===== src/rtl/add_multicycle_pkg.sv =====
// Shared definitions for the slice-serial adder: FSM states and default geometry.
package add_multicycle_pkg;

    typedef enum logic [1:0] {
        ST_IDLE = 2'd0,
        ST_RUN  = 2'd1,
        ST_DONE = 2'd2
    } state_t;

    localparam int DEF_WIDTH = 32;
    localparam int DEF_SLICE = 8;

endpackage


===== src/rtl/add_multicycle_add_slice.sv =====
// One SLICE-bit adder stage; reused every RUN cycle by add_multicycle.
module add_slice #(
    parameter int SLICE = 8
) (
    input  logic [SLICE-1:0] i_a,
    input  logic [SLICE-1:0] i_b,
    input  logic             i_cin,
    output logic [SLICE-1:0] o_sum,
    output logic             o_cout,
    output logic             o_cmsb
);

    logic [SLICE:0] w_full;

    assign w_full = {1'b0, i_a} + {1'b0, i_b} + {{SLICE{1'b0}}, i_cin};
    assign o_sum  = w_full[SLICE-1:0];
    assign o_cout = w_full[SLICE];
    // Carry into the MSB is recovered from the MSB sum bit and its operands.
    assign o_cmsb = i_a[SLICE-1] ^ i_b[SLICE-1] ^ w_full[SLICE-1];

endmodule


===== src/rtl/add_multicycle.sv =====
// Multi-cycle add/subtract: WIDTH-bit operands summed SLICE bits per clock
// through a single shared add_slice, with registered flags held until next done.
module add_multicycle
    import add_multicycle_pkg::*;
#(
    parameter int WIDTH = DEF_WIDTH,
    parameter int SLICE = DEF_SLICE
) (
    input  logic             clk,
    input  logic             rst,
    input  logic             start,
    input  logic             sub,
    input  logic             carry_in,
    input  logic [WIDTH-1:0] a,
    input  logic [WIDTH-1:0] b,
    output logic             busy,
    output logic             done,
    output logic [WIDTH-1:0] out,
    output logic             carry_out,
    output logic             overflow,
    output logic             zero,
    output logic             negative,
    output state_t           o_dbg_state
);

    localparam int N    = WIDTH / SLICE;
    localparam int IDXW = $clog2(N);
    localparam logic [IDXW-1:0] LAST_IDX = IDXW'(N - 1);

    // Handshake: start is a request accepted only on an edge where the FSM is
    // in IDLE (busy=0, done=0); it is ignored otherwise and nothing is latched.

    state_t           r_state;
    logic [WIDTH-1:0] r_a;
    logic [WIDTH-1:0] r_b;
    logic             r_carry;
    logic [IDXW-1:0]  r_idx;
    logic [SLICE-1:0] r_sum_sl [N];
    logic             r_busy;
    logic             r_done;
    logic [WIDTH-1:0] r_out;
    logic             r_cout;
    logic             r_ovf;
    logic             r_zero;
    logic             r_neg;

    logic [SLICE-1:0] w_a_sl [N];
    logic [SLICE-1:0] w_b_sl [N];
    logic [SLICE-1:0] w_sum;
    logic             w_cout;
    logic             w_cmsb;
    logic [WIDTH-1:0] w_result;

    for (genvar j = 0; j < N; j++) begin : g_slices
        assign w_a_sl[j] = r_a[j*SLICE +: SLICE];
        assign w_b_sl[j] = r_b[j*SLICE +: SLICE];
        // The top slice is still in flight on the final edge, so take it live.
        if (j == N - 1) begin : g_top
            assign w_result[j*SLICE +: SLICE] = w_sum;
        end else begin : g_low
            assign w_result[j*SLICE +: SLICE] = r_sum_sl[j];
        end
    end

    add_slice #(
        .SLICE (SLICE)
    ) u_add_slice (
        .i_a    (w_a_sl[r_idx]),
        .i_b    (w_b_sl[r_idx]),
        .i_cin  (r_carry),
        .o_sum  (w_sum),
        .o_cout (w_cout),
        .o_cmsb (w_cmsb)
    );

    always_ff @(posedge clk or posedge rst) begin
        if (rst) begin
            r_state <= ST_IDLE;
            r_a     <= '0;
            r_b     <= '0;
            r_carry <= 1'b0;
            r_idx   <= '0;
            for (int j = 0; j < N; j++) begin
                r_sum_sl[j] <= '0;
            end
            r_busy  <= 1'b0;
            r_done  <= 1'b0;
            r_out   <= '0;
            r_cout  <= 1'b0;
            r_ovf   <= 1'b0;
            r_zero  <= 1'b1;
            r_neg   <= 1'b0;
        end else begin
            case (r_state)
                ST_IDLE: begin
                    r_done <= 1'b0;
                    if (start) begin
                        r_a     <= a;
                        r_b     <= b ^ {WIDTH{sub}};
                        r_carry <= carry_in | sub;
                        r_idx   <= '0;
                        r_busy  <= 1'b1;
                        r_state <= ST_RUN;
                    end
                end
                ST_RUN: begin
                    r_sum_sl[r_idx] <= w_sum;
                    r_carry         <= w_cout;
                    r_idx           <= r_idx + IDXW'(1);
                    if (r_idx == LAST_IDX) begin
                        r_busy  <= 1'b0;
                        r_done  <= 1'b1;
                        r_out   <= w_result;
                        r_cout  <= w_cout;
                        r_ovf   <= w_cmsb ^ w_cout;
                        r_zero  <= ~|w_result;
                        r_neg   <= w_result[WIDTH-1];
                        r_state <= ST_DONE;
                    end
                end
                ST_DONE: begin
                    r_done  <= 1'b0;
                    r_state <= ST_IDLE;
                end
                default: begin
                    r_busy  <= 1'b0;
                    r_done  <= 1'b0;
                    r_state <= ST_IDLE;
                end
            endcase
        end
    end

    assign busy        = r_busy;
    assign done        = r_done;
    assign out         = r_out;
    assign carry_out   = r_cout;
    assign overflow    = r_ovf;
    assign zero        = r_zero;
    assign negative    = r_neg;
    assign o_dbg_state = r_state;

endmodule


===== config.mk =====
export PLATFORM = sky130hd
export DESIGN_NAME = add_multicycle
export DESIGN_NICKNAME = d
export VERILOG_FILES = /design/src/rtl/add_multicycle_pkg.sv /design/src/rtl/add_multicycle_add_slice.sv /design/src/rtl/add_multicycle.sv
export SDC_FILE = /design/constraint.sdc
export NUM_CORES = 1
export LEC_CHECK = 0
export CORE_UTILIZATION = 50
export CTS_BUF_LIST = sky130_fd_sc_hd__clkbuf_8
export CTS_CLUSTER_DIAMETER = 40
export CTS_CLUSTER_SIZE = 8
export DETAILED_ROUTE_END_ITERATION = 16
export GPL_ROUTABILITY_DRIVEN = 0
export PLACE_DENSITY_LB_ADDON = 0.1
export SLEW_MARGIN = 20
export SYNTH_ARGS = -nofsm -noshare
export SYNTH_HDL_FRONTEND = slang
export SYNTH_SLANG_ARGS = --single-unit

===== constraint.sdc =====
create_clock -name clk -period 10.9 [get_ports clk]
set_input_delay 2.18 -clock clk [delete_from_list [all_inputs] [get_ports clk]]
set_output_delay 2.18 -clock clk [all_outputs]
set_load 0.01 [all_outputs]

# Word level (Yosys, flattened, before mapping)
# Index checks and enable logic that the tools add are counted.
[totals]
register_bits = 139
inputBits = 69
wordCells = 64
[op_classes]
add_sub_neg = 3
magnitude_cmp = 2
n_eq_ne = 5
muxes = 21
bitwise = 7
reduce_logical = 10
[op_table]
columns = ["cell", "count"]
rows = [
  ["8-bit two-way mux", 5],
  ["8-bit binary-select mux with 2-bit select", 2],
  ["32-bit bitwise mux", 1],
  ["32-bit OR reduction", 1],
  ["32-bit XOR", 1],
  ["8-bit demux with 2-bit select", 1],
  ["8-bit by 8-bit adder with 9-bit output", 1],
  ["9-bit by 1-bit adder with 9-bit output", 1],
  ["2-bit case mux with 2 select lines", 2],
  ["2-bit AND reduction", 4],
  ["2-bit two-way mux", 3],
  ["1-bit two-way mux", 5],
  ["2-bit == test, second input constant", 2],
  ["2-bit inequality test, second input constant", 2],
  ["3-bit >= comparator, second input constant", 1],
  ["3-bit by 1-bit less-than comparator with 1-bit output, second input constant", 1],
  ["2-bit NOT with 3-bit output", 1],
  ["1-bit case mux with 3 select lines", 1],
  ["3-bit AND reduction", 1],
  ["1-bit XOR", 3],
  ["2-bit by 1-bit adder with 2-bit output, second input constant", 1],
  ["2-bit by 1-bit == test with 1-bit output, second input constant", 1],
  ["2-bit zero test", 1],
  ["1-bit case mux with 2 select lines", 1],
  ["other kinds (5)", 5],
]

# Longest topological paths before layout
# Gate-level depths: netlist of run 1.
[depth]
ltp_word = 8
ltp_mapped = 10

# By module
# A second synthesis of run 1 with hierarchy kept.
[hier_totals]
hier_cells = 444
area_unflattened_um2 = 6012.0
[by_module_without_submodules]
columns = ["module", "instances", "cells_each", "area_per_inst_um2"]
rows = [
  ["add_multicycle", 1, 403, 5685.5],
  ["add_slice", 1, 41, 326.6],
]

# Least setup slack after synthesis of run 1
# Ideal clock, no wire load.
[synth_timing]
path_type = "input-to-reg"
start = "in start"
end = "reg r_b[0]"
setup_time_ns = 0.137
t_arrival_ns = 3.014
path_slack_ns = 7.749
cell_stages = 5
path_cell_list = "nand2_1 -> nor2_1 -> buf_2 -> buf_1 -> a21oi_1"
[synth_between]
elab_chain_cells = 1
[synth_lines]
columns = ["item", "line", "source"]
rows = [
  ["start: declaration", "add_multicycle.sv:11", "input logic start,"],
  ["2-bit AND reduction (no source line)", "n/a", ""],
  ["end signal: assignment", "add_multicycle.sv:99", "r_b <= b ^ {WIDTH{sub}};"],
  ["end: declaration", "add_multicycle.sv:35", "logic [WIDTH-1:0] r_b;"],
]
# No other way between the ends.
# A chain may end at the register's enable or synchronous reset.

# Worst setup path after layout of run 1
[layout_timing]
start = "in start"
end = "reg r_a[7]"
[layout_between]
elab_chain_cells = 1
[layout_lines]
columns = ["item", "line", "source"]
rows = [
  ["2-bit AND reduction (no source line)", "n/a", ""],
  ["end signal: assignment", "add_multicycle.sv:79", "r_a <= '0;"],
  ["end signal: assignment", "add_multicycle.sv:98", "r_a <= a;"],
  ["end: declaration", "add_multicycle.sv:34", "logic [WIDTH-1:0] r_a;"],
]
# No other way between the ends.

==> results.py, run 1 <==
metrics = {
    "global_routing": {
        "grt_pass1_wl_um": 20500,
        "overflow": 0,
        "grt_pass1_vias": 4202,
        "use_met3_pct": 3.99,
        "use_met1_pct": 27.4,
        "antenna_found_initial": 0,
        "grt_max_degree": 97,
        "globalRouteTotalUtil_pct": 21.2,
        "grtUsageMet2_pct": 36.5,
        "gr-max-usage-layer": "met2",
    },
    "synth": {
        "synth_area_per_cell_um2": 11.1,
        "syn_nets": 617,
        "ys_warn_count": 0,
        "syn-cell-area_mm2": 0.00592,
        "ys_seq_elements": 130,
        "yosysUniqueCellTypes": 46,
        "postSynthCellCount": 535,
        "yosysSeqAreaShare_pct": 55.0,
    },
    "cells_and_area": {
        "final_core_utilization_pct": 65.6,
        "layoutNonFillerInstCount": 790,
        "final_common_cell": "dfrtp_1",
        "drive_gt1_share_pct": 14.7,
        "area_delta_synth_final_pct": 27.1,
        "fin_nets": 717,
        "stdcell_area_mm2": 0.00752,
        "diodes": 0,
        "final_cell_mix": "129 x dfrtp_1, 110 x nand2_1, 107 x clkdlybuf4s50_1",
    },
    "place": {
        "placed_area_mm2": 0.00706,
        "place_ws_ns": 6.65,
        "hpwl_um": 8490,
        "numPortBuffers": 108,
        "placed_cells": 759,
    },
    "run_status": {
        "status": "finished, final reports clean",
    },
    "die": {
        "start_util_pct": 51.6,
        "dieArea_mm2": 0.0123,
        "io_pins": 109,
        "coreArea_mm2": 0.0115,
        "row_count": 39,
        "die_w_um": 111,
        "die_h_um": 111,
    },
    "clock_network": {
        "clock_tree.htree_level_count": 4,
        "cts_tree": "yes",
        "cts_resized": 0,
        "ctsHoldBuffers": 0,
        "root_buffer": "clkbuf_8",
        "cts_sinks": 130,
        "cts_buffer_depth": 2,
        "clk_pin_slew_ns": 0.07,
        "cts_buffers": 17,
        "clock_latency_ns": 0.42,
        "cts_setup_buffers": 0,
    },
    "power_and_ir_drop": {
        "p_leak_nw": 3.23,
        "power_mw": 2.71,
        "peakVddDrop_uv": 240,
        "p_per_area_mw_per_mm2": 361,
    },
    "detailed_routing": {
        "antenna_left": 0,
        "drc": 0,
        "routed_wl_um": 12200,
        "wire_per_inst_um": 15.4,
        "num_vias": 4153,
        "dr.first_iter.drc_count": 209,
        "firstDrtPassIters": 4,
        "viasPerCell": 5.26,
    },
    "sta": {
        "hold-worst-slack_ns": 0.471,
        "finalSetupViolations": 0,
        "hold_viol_final": 0,
        "tns_ns": 0,
        "post-route-period-util_pct": 35.4,
        "fin_ws_ns": 7.04,
        "slew_headroom_pct": 35.1,
        "maxSlewViolCount": 0,
        "max_freq_mhz": 259,
        "rsz0062_at_grt": "false",
        "final.setup_skew_ns": 0.0180,
        "tightest_slew_ns": 0.974,
        "period_needed_ns": 3.86,
    },
    "worst_setup_path": {
        "crit_arrival_ns": 4.15,
        "slowest_stage": "buf_4",
        "worstSetupEndpointType": "flip-flop",
        "cp_data_required_time_ns": 11.19,
        "critPathMaxFanout": 96,
        "cpPeakStageDelay_ns": 0.73,
        "startpoint_type": "input pin",
        "worstSetupPathType": "input pin to flip-flop",
        "cp_cell_sequence": "clkdlybuf4s50_1, nand2_1, nor2_4, buf_4, mux2_2",
    },
    "flow_run": {
        "cap_violations": 0,
    },
    "min_path": {
        "hold_path.class": "flip-flop to flip-flop",
    },
}
## final timing paths
kind	slack (ns)	end	start	cells after the start
setup / recovery	7.04	r_a[7]	start	5
min in group asynchronous	2.22	busy	rst	2
max in group asynchronous	7.29	r_sum_sl[17]	rst	3
setup reg to reg	7.30	out[30]	r_idx[0]	10
hold reg to reg	0.47	out[15]	out[15]	2
hold / removal	0.47	out[15]	out[15]	2
## cell usage after synthesis (all sizes together)
master / instances / area, um^2
a2111o: 1 / 11.3
a2111oi: 1 / 15.0
a211oi: 1 / 7.51
a21o: 1 / 7.51
a21oi: 41 / 205
a22o: 1 / 8.76
a31oi: 1 / 12.5
a32o: 1 / 10.0
and2b: 1 / 7.51
and3: 2 / 12.5
buf: 19 / 98.8
clkbuf: 11 / 41.3
dfrtp: 129 / 3230
dfstp: 1 / 26.3
fa: 2 / 40.0
ha: 11 / 138
inv: 12 / 45.0
mux2: 35 / 394
mux2i: 1 / 10.0
mux4: 16 / 360
nand2: 111 / 419
nand2b: 2 / 15.0
nand3: 3 / 20.0
nand4: 1 / 6.26
nand4b: 1 / 8.76
nor2: 42 / 158
nor3: 2 / 15.0
nor4: 5 / 31.3
nor4b: 1 / 8.76
o2111a: 1 / 11.3
o21a: 1 / 7.51
o21ai: 35 / 175
o22ai: 1 / 6.26
o32a: 1 / 10.0
or2: 2 / 12.5
xnor2: 35 / 307
xor2: 3 / 26.3
## kinds of logic (layout without fill, tap and decap cells)
logic type / count (synthesis) / in the layout / synth area share (%)
muxes: 52 / 52 / 12.9
adders and majority gates: 13 / 13 / 3.00
and+or+nand+nor: 173 / 173 / 12.1
xor gates and xnor gates: 38 / 38 / 5.62
DFF: 130 / 130 / 55.0
buffers and inverters: 42 / 154 / 3.13
AOI/OAI and AO/OA: 87 / 87 / 8.25
## sequential cells by signal, summed over array words and instances (netlist names)
| register | count |
|---|---|
| busy | 1 |
| r_carry | 1 |
| r_b | 32 |
| zero | 1 |
| carry_out | 1 |
| r_idx | 2 |
| r_a | 32 |
| out | 32 |
| overflow | 1 |
| o_dbg_state | 2 |
| r_sum_sl | 24 |
| done | 1 |
## report_power, final
part | switching, mW | internal, mW | total, mW
Clock | 0.191 | 0.278 | 0.469
Sequential | 0.156 | 0.717 | 0.873
Combinational | 0.758 | 0.613 | 1.37
Total | 1.10 | 1.61 | 2.71
## area by class of cell
cell class | instances | area (um^2)
fillers | 943 | 3950
clock inverters | 13 | 208
well taps | 143 | 179
multi-input cells | 363 | 2480
inverters | 12 | 47.5
clock buffers | 18 | 248
repair buffers | 111 | 1100
flip-flops and latches | 130 | 3250
## layer usage
layer | share of wire, % | vias to the layer above
li1 | - | 2012
met1 | 44 | 2040
met2 | 52 | 90
met3 | 3.2 | 11
met4 | 1.0 | 0
met5 | 0 | -
## worst max-delay path: cells and delay by family
family | cells | cell delay, ns
multiplexers | 1 | 0.41
AND/OR/NAND/NOR | 2 | 0.22
buffers and inverters | 2 | 1.27
Note: power is estimated with default switching activity, not from simulation.
==> inputs of run 2 (changes only) <==
Settings changed: CORE_UTILIZATION 50 to 49.
Clock period 10.9 ns to 3.29 ns, I/O delays scaled along.
==> results.py, run 2 (synthesis results as in run 1) <==
metrics = {
    "global_routing": {
        "overflow": 0,
        "globalRouteTotalUtil_pct": 21.8,
        "grt_pass1_vias": 4148,
        "antenna_found_initial": 0,
        "grt_max_degree": 131,
        "grt_pass1_wl_um": 20900,
    },
    "detailed_routing": {
        "dr.first_iter.drc_count": 256,
        "viasPerCell": 5.24,
        "wire_per_inst_um": 15.8,
        "antenna_left": 0,
        "firstDrtPassIters": 11,
        "drc": 8,
        "num_vias": 4166,
        "routed_wl_um": 12600,
    },
    "worst_setup_path": {
        "worstSetupEndpointType": "flip-flop",
        "crit_family": "compound AO/OA/AOI/OAI gates",
        "cpPeakStageDelay_ns": 0.55,
        "critPathMaxFanout": 5,
        "cpMostUsedCell": "fa_1",
        "startpoint_type": "flip-flop",
        "crit_arrival_ns": 3.27,
        "cp_data_required_time_ns": 3.59,
        "path_buf_inv": 1,
        "worstSetupPathType": "flip-flop to flip-flop",
        "slowest_stage": "mux4_2",
        "r2r_slack_ns": 0.33,
        "cp_cell_sequence": "mux4_2, fa_1, inv_1, fa_1, nand2b_2, a21oi_1, a2111oi_2, xor2_1, o21ai_0",
    },
    "die": {
        "io_pins": 109,
        "dieArea_mm2": 0.0125,
        "start_util_pct": 50.9,
        "coreArea_mm2": 0.0116,
        "die_h_um": 112,
        "die_w_um": 112,
        "row_count": 39,
    },
    "sta": {
        "maxSlewViolCount": 0,
        "period_needed_ns": 2.96,
        "hold_viol_final": 0,
        "max_freq_mhz": 338,
        "finalSetupViolations": 0,
        "tns_ns": 0,
        "slew_headroom_pct": 43.2,
        "rsz0062_at_grt": "false",
        "tightest_slew_ns": 0.851,
        "final.setup_skew_ns": 0.00948,
        "post-route-period-util_pct": 90.0,
        "fin_ws_ns": 0.329,
    },
    "cells_and_area": {
        "final_common_cell": "dfrtp_1",
        "area_delta_synth_final_pct": 28.5,
        "diodes": 0,
        "final_cell_mix": "129 x dfrtp_1, 110 x nand2_1, 107 x clkdlybuf4s50_1",
        "fin_nets": 721,
        "fill_cells": 988,
        "drive_gt1_share_pct": 15.2,
    },
    "power_and_ir_drop": {
        "clkPwrFrac_pct": 17.5,
        "p_leak_nw": 3.28,
        "power_frac_seq_pct": 31.5,
        "swShare_pct": 39.8,
        "p_per_area_mw_per_mm2": 1210,
        "pwr-share-comb_pct": 51.0,
        "power_mw": 9.22,
        "p_int_mw": 5.55,
        "peakVddDrop_uv": 739,
        "power_switching_mw": 3.67,
    },
    "place": {
        "place_ws_ns": 0.302,
        "numPortBuffers": 108,
        "hpwl_um": 8890,
    },
    "clock_network": {
        "clock_latency_ns": 0.44,
        "cts_resized": 0,
        "cts_sinks": 130,
        "clk_pin_slew_ns": 0.07,
        "cts_buffers": 17,
        "cts_buffer_depth": 2,
        "ctsHoldBuffers": 0,
        "root_buffer": "clkbuf_8",
        "cts_setup_buffers": 0,
        "cts_tree": "yes",
        "clock_tree.htree_level_count": 4,
    },
    "min_path": {
        "hold_path.class": "flip-flop to flip-flop",
    },
    "run_status": {
        "status": "finished, violations left",
        "violations": "DRC",
    },
    "flow_run": {
        "cap_violations": 0,
    },
}
[run 2: cell types whose count changed in the layout (fill, tap and decap cells not counted)]
cell / before / now
buf_12: 0 / 2
buf_4: 3 / 5
clkbuf_8: 18 / 22
clkinvlp_4: 3 / 2
inv_1: 11 / 12
inv_4: 1 / 0
inv_6: 2 / 0
[run 2: worst paths after layout]
check,startpoint,end,depth (start not counted)
setup / recovery,r_idx[0],r_sum_sl[30],9
hold / removal,out[4],out[4],2
setup reg to reg,r_idx[0],r_sum_sl[30],9
hold reg to reg,out[4],out[4],2
max in group asynchronous,rst,r_a[2],3
min in group asynchronous,rst,out[19],3
[run 2: power by group through the flow]
stage	sequential (mW)	combinational, mW	clock, mW
2_1_floorplan	2.82	3.13	0
3_3_place_gp	2.93	4.56	0
3_5_place_dp	2.94	4.70	0
4_1_cts	2.92	4.72	1.64
5_1_grt	3.00	5.22	1.71
6_report	2.91	4.70	1.61
[run 2: area by class of cell]
class	count	area [um^2]	area share [%]
well taps	143	179	2.35
repair buffers	115	1150	15.2
clock buffers	22	303	3.98
flip-flops and latches	130	3250	42.8
inverters	12	48.8	0.642
clock inverters	10	179	2.35
multi-input cells	363	2480	32.7
[run 2: metrics by stage]
step                util, %  area, um^2  hold WS, ns  instances
finish                 65.5        7600        0.473        795
global route           65.5        7600        0.494        795
CTS                    65.5        7600        0.480        795
detailed placement     61.3        7120        0.462        763
global placement       61.3        7120        0.458        763
floorplan                 -        5920        0.456        535
[run 2: routing by layer]
layer | wire length [um] | track usage [%]
met1 | 5380 | 27.2
met3 | 483 | 4.57
met2 | 6450 | 37.1
met4 | 254 | 9.10
met5 | 0 | 0
[run 2: worst register-to-register path, stage by stage, from the launching register on]
cell,delay [ns]
dfrtp_1,0.45
mux4_2,0.55
fa_1,0.43
inv_1,0.08
fa_1,0.19
nand2b_2,0.15
a21oi_1,0.09
a2111oi_2,0.38
xor2_1,0.35
o21ai_0,0.16
